--- config.mk ---
export PLATFORM = sky130hd
export DESIGN_NAME = spi_regfile_flat
export DESIGN_NICKNAME = d
export VERILOG_FILES = /design/src/rtl/spi_regfile_if.sv /design/src/rtl/spi_regfile.sv /design/src/flat_wrapper.sv
export SDC_FILE = /design/constraint.sdc
export NUM_CORES = 1
export LEC_CHECK = 0
export ABC_AREA = 1
export CAP_MARGIN = 20
export CORE_MARGIN = 3
export CORE_UTILIZATION = 44
export DETAILED_ROUTE_END_ITERATION = 10
export DONT_BUFFER_PORTS = 1
export PLACE_DENSITY_LB_ADDON = 0.1
export RECOVER_POWER = 25
export SLEW_MARGIN = 20
export SYNTH_ARGS = -nofsm -noshare
export SYNTH_HDL_FRONTEND = slang
export SYNTH_SLANG_ARGS = --single-unit
--- constraint.sdc ---
create_clock -name clk -period 5.9 [get_ports clk]
set_input_delay 0.59 -clock clk [delete_from_list [all_inputs] [get_ports clk]]
set_output_delay 0.59 -clock clk [all_outputs]
set_load 0.02 [all_outputs]
--- src/rtl/spi_regfile_if.sv ---
// rtl/spi_regfile_if.sv - SPI pin bundle between an SPI master and spi_regfile
interface spi_regfile_if;
    logic sclk_raw;
    logic mosi_raw;
    logic cs_n_raw;
    logic miso;
    logic miso_oe;

    modport master (
        output sclk_raw,
        output mosi_raw,
        output cs_n_raw,
        input  miso,
        input  miso_oe
    );

    modport slave (
        input  sclk_raw,
        input  mosi_raw,
        input  cs_n_raw,
        output miso,
        output miso_oe
    );
endinterface

--- src/rtl/spi_regfile.sv ---
// rtl/spi_regfile.sv - SPI Mode 0 register file; define SPI_RDBACK_EN to build MISO readback
module spi_regfile #(
    parameter int ADDR_WIDTH = 7,
    parameter int DATA_WIDTH = 8,
    parameter int NUM_REGS   = 5
) (
    input  logic                           clk,
    input  logic                           rst,
    spi_regfile_if.slave                   spi,
    output logic [NUM_REGS*DATA_WIDTH-1:0] regs_out,
    output logic                           wr_strobe,
    output logic [ADDR_WIDTH-1:0]          wr_addr,
    output logic                           frame_err
);
    localparam int FRAME_BITS = 1 + ADDR_WIDTH + DATA_WIDTH;
    localparam int CNT_W      = $clog2(FRAME_BITS + 2);
    localparam logic [CNT_W-1:0] CNT_FULL = CNT_W'(FRAME_BITS);
    localparam logic [CNT_W-1:0] CNT_SAT  = CNT_W'(FRAME_BITS + 1);

    typedef enum logic [1:0] {IDLE, SHIFT, COMMIT} state_t;
    state_t state_q, state_d;

    logic sclk_s1_q, sclk_s2_q, sclk_d_q;
    logic mosi_s1_q, mosi_s2_q;
    logic cs_s1_q, cs_s2_q, cs_d_q;
    logic sclk_rise_q, cs_fall_q, cs_rise_q;

    // Edge pulses are registered, adding one cycle after the two-flop synchronisers.
    always_ff @(posedge clk) begin
        if (rst) begin
            sclk_s1_q   <= 1'b0;
            sclk_s2_q   <= 1'b0;
            sclk_d_q    <= 1'b0;
            mosi_s1_q   <= 1'b0;
            mosi_s2_q   <= 1'b0;
            cs_s1_q     <= 1'b1;
            cs_s2_q     <= 1'b1;
            cs_d_q      <= 1'b1;
            sclk_rise_q <= 1'b0;
            cs_fall_q   <= 1'b0;
            cs_rise_q   <= 1'b0;
        end else begin
            sclk_s1_q   <= spi.sclk_raw;
            sclk_s2_q   <= sclk_s1_q;
            sclk_d_q    <= sclk_s2_q;
            mosi_s1_q   <= spi.mosi_raw;
            mosi_s2_q   <= mosi_s1_q;
            cs_s1_q     <= spi.cs_n_raw;
            cs_s2_q     <= cs_s1_q;
            cs_d_q      <= cs_s2_q;
            sclk_rise_q <= sclk_s2_q & ~sclk_d_q;
            cs_fall_q   <= ~cs_s2_q & cs_d_q;
            cs_rise_q   <= cs_s2_q & ~cs_d_q;
        end
    end

    always_ff @(posedge clk) begin
        if (rst) begin
            state_q <= IDLE;
        end else begin
            state_q <= state_d;
        end
    end

    always_comb begin
        state_d = state_q;
        case (state_q)
            IDLE:    if (cs_fall_q) state_d = SHIFT;
            SHIFT:   if (cs_rise_q) state_d = COMMIT;
            COMMIT:  state_d = IDLE;
            default: state_d = IDLE;
        endcase
    end

    logic [FRAME_BITS-1:0] shreg_q, shreg_d, shreg_shift;
    logic [CNT_W-1:0]      cnt_q, cnt_d;
    logic                  sample;

    assign sample      = (state_q == SHIFT) && sclk_rise_q;
    assign shreg_shift = {shreg_q[FRAME_BITS-2:0], mosi_s2_q};

    always_comb begin
        cnt_d   = cnt_q;
        shreg_d = shreg_q;
        if (cs_fall_q) begin
            cnt_d   = '0;
            shreg_d = '0;
        end else if (sample) begin
            shreg_d = shreg_shift;
            if (cnt_q != CNT_SAT) cnt_d = cnt_q + CNT_W'(1);
        end
    end

    always_ff @(posedge clk) begin
        if (rst) begin
            cnt_q   <= '0;
            shreg_q <= '0;
        end else begin
            cnt_q   <= cnt_d;
            shreg_q <= shreg_d;
        end
    end

    logic                  frm_rw;
    logic [ADDR_WIDTH-1:0] frm_addr;
    logic [DATA_WIDTH-1:0] frm_data;
    logic                  addr_hit;
    logic                  do_write;
    logic                  do_err;

    assign frm_rw   = shreg_q[FRAME_BITS-1];
    assign frm_addr = shreg_q[DATA_WIDTH +: ADDR_WIDTH];
    assign frm_data = shreg_q[DATA_WIDTH-1:0];

    always_comb begin
        addr_hit = 1'b0;
        for (int i = 0; i < NUM_REGS; i++) begin
            if (frm_addr == ADDR_WIDTH'(i)) addr_hit = 1'b1;
        end
    end

    // Out-of-range writes and correct-length reads fall through silently.
    assign do_write = (state_q == COMMIT) && (cnt_q == CNT_FULL) && frm_rw && addr_hit;
    assign do_err   = (state_q == COMMIT) && (cnt_q != CNT_FULL);

    logic [DATA_WIDTH-1:0] regs_q [NUM_REGS];
    logic                  wr_strobe_q, frame_err_q;
    logic [ADDR_WIDTH-1:0] wr_addr_q;

    always_ff @(posedge clk) begin
        if (rst) begin
            for (int i = 0; i < NUM_REGS; i++) regs_q[i] <= '0;
            wr_strobe_q <= 1'b0;
            frame_err_q <= 1'b0;
            wr_addr_q   <= '0;
        end else begin
            wr_strobe_q <= do_write;
            frame_err_q <= do_err;
            if (do_write) begin
                wr_addr_q <= frm_addr;
                for (int i = 0; i < NUM_REGS; i++) begin
                    if (frm_addr == ADDR_WIDTH'(i)) regs_q[i] <= frm_data;
                end
            end
        end
    end

    genvar g;
    for (g = 0; g < NUM_REGS; g++) begin : g_flat
        assign regs_out[g*DATA_WIDTH +: DATA_WIDTH] = regs_q[g];
    end

    assign wr_strobe = wr_strobe_q;
    assign frame_err = frame_err_q;
    assign wr_addr   = wr_addr_q;

`ifdef SPI_RDBACK_EN
    logic                  sclk_fall_q;
    logic [DATA_WIDTH-1:0] rb_q, rb_load;
    logic [ADDR_WIDTH-1:0] rb_addr;
    logic                  rd_act_q, miso_q;

    assign rb_addr = shreg_shift[ADDR_WIDTH-1:0];

    always_comb begin
        rb_load = '0;
        for (int i = 0; i < NUM_REGS; i++) begin
            if (rb_addr == ADDR_WIDTH'(i)) rb_load = regs_q[i];
        end
    end

    // Load on the rising edge that completes the address; shift on later falling edges.
    always_ff @(posedge clk) begin
        if (rst) begin
            sclk_fall_q <= 1'b0;
        end else begin
            sclk_fall_q <= ~sclk_s2_q & sclk_d_q;
        end
        if (rst || state_q != SHIFT) begin
            rb_q     <= '0;
            rd_act_q <= 1'b0;
            miso_q   <= 1'b0;
        end else if (sample && cnt_q == CNT_W'(ADDR_WIDTH)) begin
            rb_q     <= rb_load;
            rd_act_q <= ~shreg_shift[ADDR_WIDTH];
        end else if (sclk_fall_q && rd_act_q) begin
            miso_q <= rb_q[DATA_WIDTH-1];
            rb_q   <= {rb_q[DATA_WIDTH-2:0], 1'b0};
        end
    end

    assign spi.miso    = miso_q;
    assign spi.miso_oe = ~cs_s2_q;
`else
    assign spi.miso    = 1'b0;
    assign spi.miso_oe = 1'b0;
`endif
endmodule

--- src/flat_wrapper.sv ---
// flat-port wrapper written by rule: the top's interface ports become plain ports
module spi_regfile_flat 
#(
    parameter int ADDR_WIDTH = 7,
    parameter int DATA_WIDTH = 8,
    parameter int NUM_REGS   = 5
)
  (clk, rst, regs_out, wr_strobe, wr_addr, frame_err, spi_sclk_raw, spi_mosi_raw, spi_cs_n_raw, spi_miso, spi_miso_oe);
  spi_regfile_if spi_i ();
  input  logic clk;
  input  logic rst;
  output logic [NUM_REGS*DATA_WIDTH-1:0] regs_out;
  output logic wr_strobe;
  output logic [ADDR_WIDTH-1:0] wr_addr;
  output logic frame_err;
  input wire logic [$bits(spi_i.sclk_raw)-1:0] spi_sclk_raw;
  input wire logic [$bits(spi_i.mosi_raw)-1:0] spi_mosi_raw;
  input wire logic [$bits(spi_i.cs_n_raw)-1:0] spi_cs_n_raw;
  output wire logic [$bits(spi_i.miso)-1:0] spi_miso;
  output wire logic [$bits(spi_i.miso_oe)-1:0] spi_miso_oe;
  assign spi_i.sclk_raw = spi_sclk_raw;
  assign spi_i.mosi_raw = spi_mosi_raw;
  assign spi_i.cs_n_raw = spi_cs_n_raw;
  assign spi_miso = spi_i.miso;
  assign spi_miso_oe = spi_i.miso_oe;
  spi_regfile #(.ADDR_WIDTH(ADDR_WIDTH), .DATA_WIDTH(DATA_WIDTH), .NUM_REGS(NUM_REGS)) u_core (.clk(clk), .rst(rst), .spi(spi_i), .regs_out(regs_out), .wr_strobe(wr_strobe), .wr_addr(wr_addr), .frame_err(frame_err));
endmodule
==> impl_results.md <==
- Crit path max-delay family: compound AO/OA/AOI/OAI gates
- Routed vias: 1,699
- Arrival time worst endpoint: 2.58 ns
- # hold bufs at CTS: 0
- Slowest Stage Delay on Critical Path: 0.83 ns
- GR Overflow Total: 0
- Status: complete, no violations
- Pre-antenna DRT Iters: 5
- H-Tree Level Count: 3
- CP Capture Type: flip-flop
- Max Freq: 0.384 GHz
- CP Class: reg2reg
- Pwr dens: 328 nW/um^2
- Antenna Nets Post-Route: 0
- Most frequent cells in the layout: dfxtp_1, edfxtp_1, inv_1
- Post-synthesis cell type count: 32
- RSZ-0062 raised after global routing: false
- Slew Viols, Final: 0
- Chip width: 87.5 um
- Post-Route WL: 4830 um
- Startpoint class of the critical path: flip-flop
- Area grow syn2layout: 8.27%
- Ports: 56
- DP Cell Count: 330
- DRC Markers: 0
- Total CTS buffers: 9
- Clk slew on worst S/H paths: 0.08 ns
- Post-Route Utilization: 0.495
- Starting DRC count in detailed routing: 91
- Clock sinks: 83
- Worst skew pair latency: 0.34 ns
- Nets: 272
- Mux cell area share after synthesis: 0
- Routed WL per cell: 14.0 um
- Antenna violations before repair: 0
- Seq/Total Area, Yosys: 0.706
- Leakage dissipation: 1.21 nW
- Syn Area/Cell: 11.4 um^2
- Postcts setup bufs: 0
- Syn Std Cell Area: 2920 um^2
- Largest net degree at the start of global routing: 27
- Core area: 6390 um^2
- Tmin final: 2.60 ns
- IO buf count: 0
- CTS tree: built
- Filler cells: 607
- Max-capacitance violation count: 0
- Share of cells above drive strength 1: 0.108
- Fin crit share: 0.441
- Standard-cell rows: 29
- Final Skew: 0.00539 ns
- Syn. warnings: 0
- Synth Area in Simple Gates: 0.129
- Hold crit path type: in2reg
- Compound-Gate Fraction of Synth Area: 0.0784
- Worst-path cell chain: inv_1 -> ha_1 -> nand2_1 -> nor3_1 -> nand3_1 -> o21ai_1
- Final Hold Fails: 0
- Antenna Cells: 0
- Die Area: 7650 um^2
- Register area: 2060 um^2
- Final TNS setup: 0 ns
- Register bit count reported by yosys: 83
- Multi-input gate area: 641 um^2
- CP max-delay cell: o21ai_1
- Power Total: 1.04 mW
- Longest Clk Path Bufs: 2
- Adder-cell area share of the yosys netlist: 0.0129
- Fin cells: 346
- DIE HEIGHT: 87.5 um
- Resized Gates After CTS: 0
- GPL Wtd Cong: 0.782
- Peak supply drop: 0.183 mV
- Clk root buf: clkbuf_8
- Post-Synth XOR/XNOR Area: 0.00600
- Max transition margin: 0.425
- # setup viols final: 0
- Placed wire-length estimate: 3180 um
- Worst setup margin: 3.30 ns
- Commonest non-fill, non-tap cell in the layout: dfxtp_1
- Worst-path maximum fanout: 12
- Initial Util: 0.457
- Mapped Cells: 256
- Worst path required time: 5.87 ns
- Vias in the first global route: 1,609
- Largest family of logic cells by synthesized area: simple AND/OR/NAND/NOR gates
- First-pass GRT wire length: 7800 um
- WP buf/inv: 1
- Via density: 4.91
- Post-placement setup slack: 3.72 ns
- Worst Tran Pin Value: 0.856 ns
- Total track usage: 0.137
-- kinds of logic after synthesis --
family	Yosys count
flip-flops	83
other	1
AND/OR/NAND/NOR	75
adder cells (fa/ha/maj)	3
AO/OA/AOI/OAI	45
buffers and inverters	47
XOR/XNOR	2
-- state kept, by name, indices dropped and copies added, names as in the netlist, 2 cells and up --
name	flops
u_core.regs_q	40
u_core.shreg_q	16
u_core.wr_addr	7
u_core.cnt_q	5
u_core.state_q	2
-- metrics by stage --
| stage | area [um^2] | hold WS, ns |
|---|---|---|
| after detailed placement | 3000 | 0.382 |
| after CTS | 3190 | 0.289 |
| final | 3160 | 0.310 |
| after global placement | 3000 | 0.376 |
| after floorplan | 2920 | 0.373 |
| after global routing | 3160 | 0.282 |
-- synth_stat cells, drive strengths merged --
master / n / area share
inv: 38 / 0.049
conb: 1 / 0.0013
nor4: 1 / 0.0021
a2111oi: 1 / 0.0030
ha: 3 / 0.013
xor2: 1 / 0.0030
buf: 4 / 0.011
nor3: 5 / 0.012
clkbuf: 4 / 0.0056
clkinv: 1 / 0.0017
nand4: 1 / 0.0021
edfxtp: 40 / 0.41
xnor2: 1 / 0.0030
nand2: 21 / 0.031
dfxtp: 43 / 0.29
nor2: 28 / 0.041
a21oi: 21 / 0.036
or2: 2 / 0.0043
o21ai: 23 / 0.039
nand3: 17 / 0.035
-- power by group --
part	total (mW)	internal (mW)	switching [mW]	leakage (nW)
Combinational	0.0211	0.00560	0.0155	0.362
Sequential	0.632	0.615	0.0171	0.761
Clock	0.385	0.194	0.191	0.0870
Total	1.04	0.814	0.224	1.21
-- path summary, 6_finish.rpt --
path	startpoint	end	slack, ns	cells after the start
max reg2reg	u_core.cnt_q[0]	u_core.regs_q[0][12]	3.30	6
min	rst	u_core.wr_addr[2]	0.31	1
max	u_core.cnt_q[0]	u_core.regs_q[0][12]	3.30	6
min reg2reg	u_core.sclk_d_q	u_core.sclk_rise_q	0.39	1
-- cell type report --
| cell class | count | share of cell area |
|---|---|---|
| well taps | 77 | 0.0305 |
| clock buffers | 11 | 0.0416 |
| flip-flops and latches | 83 | 0.652 |
| clock inverters | 5 | 0.0170 |
| inverters | 39 | 0.0467 |
| repair buffers | 4 | 0.00950 |
| multi-input cells | 127 | 0.203 |
-- layer usage --
metal  share of wire  track usage
met1            0.47        0.163
met2            0.45        0.213
met3           0.052       0.0605
met4           0.025       0.0600
met5               0            0
Note: power is estimated with default switching activity, not from simulation.
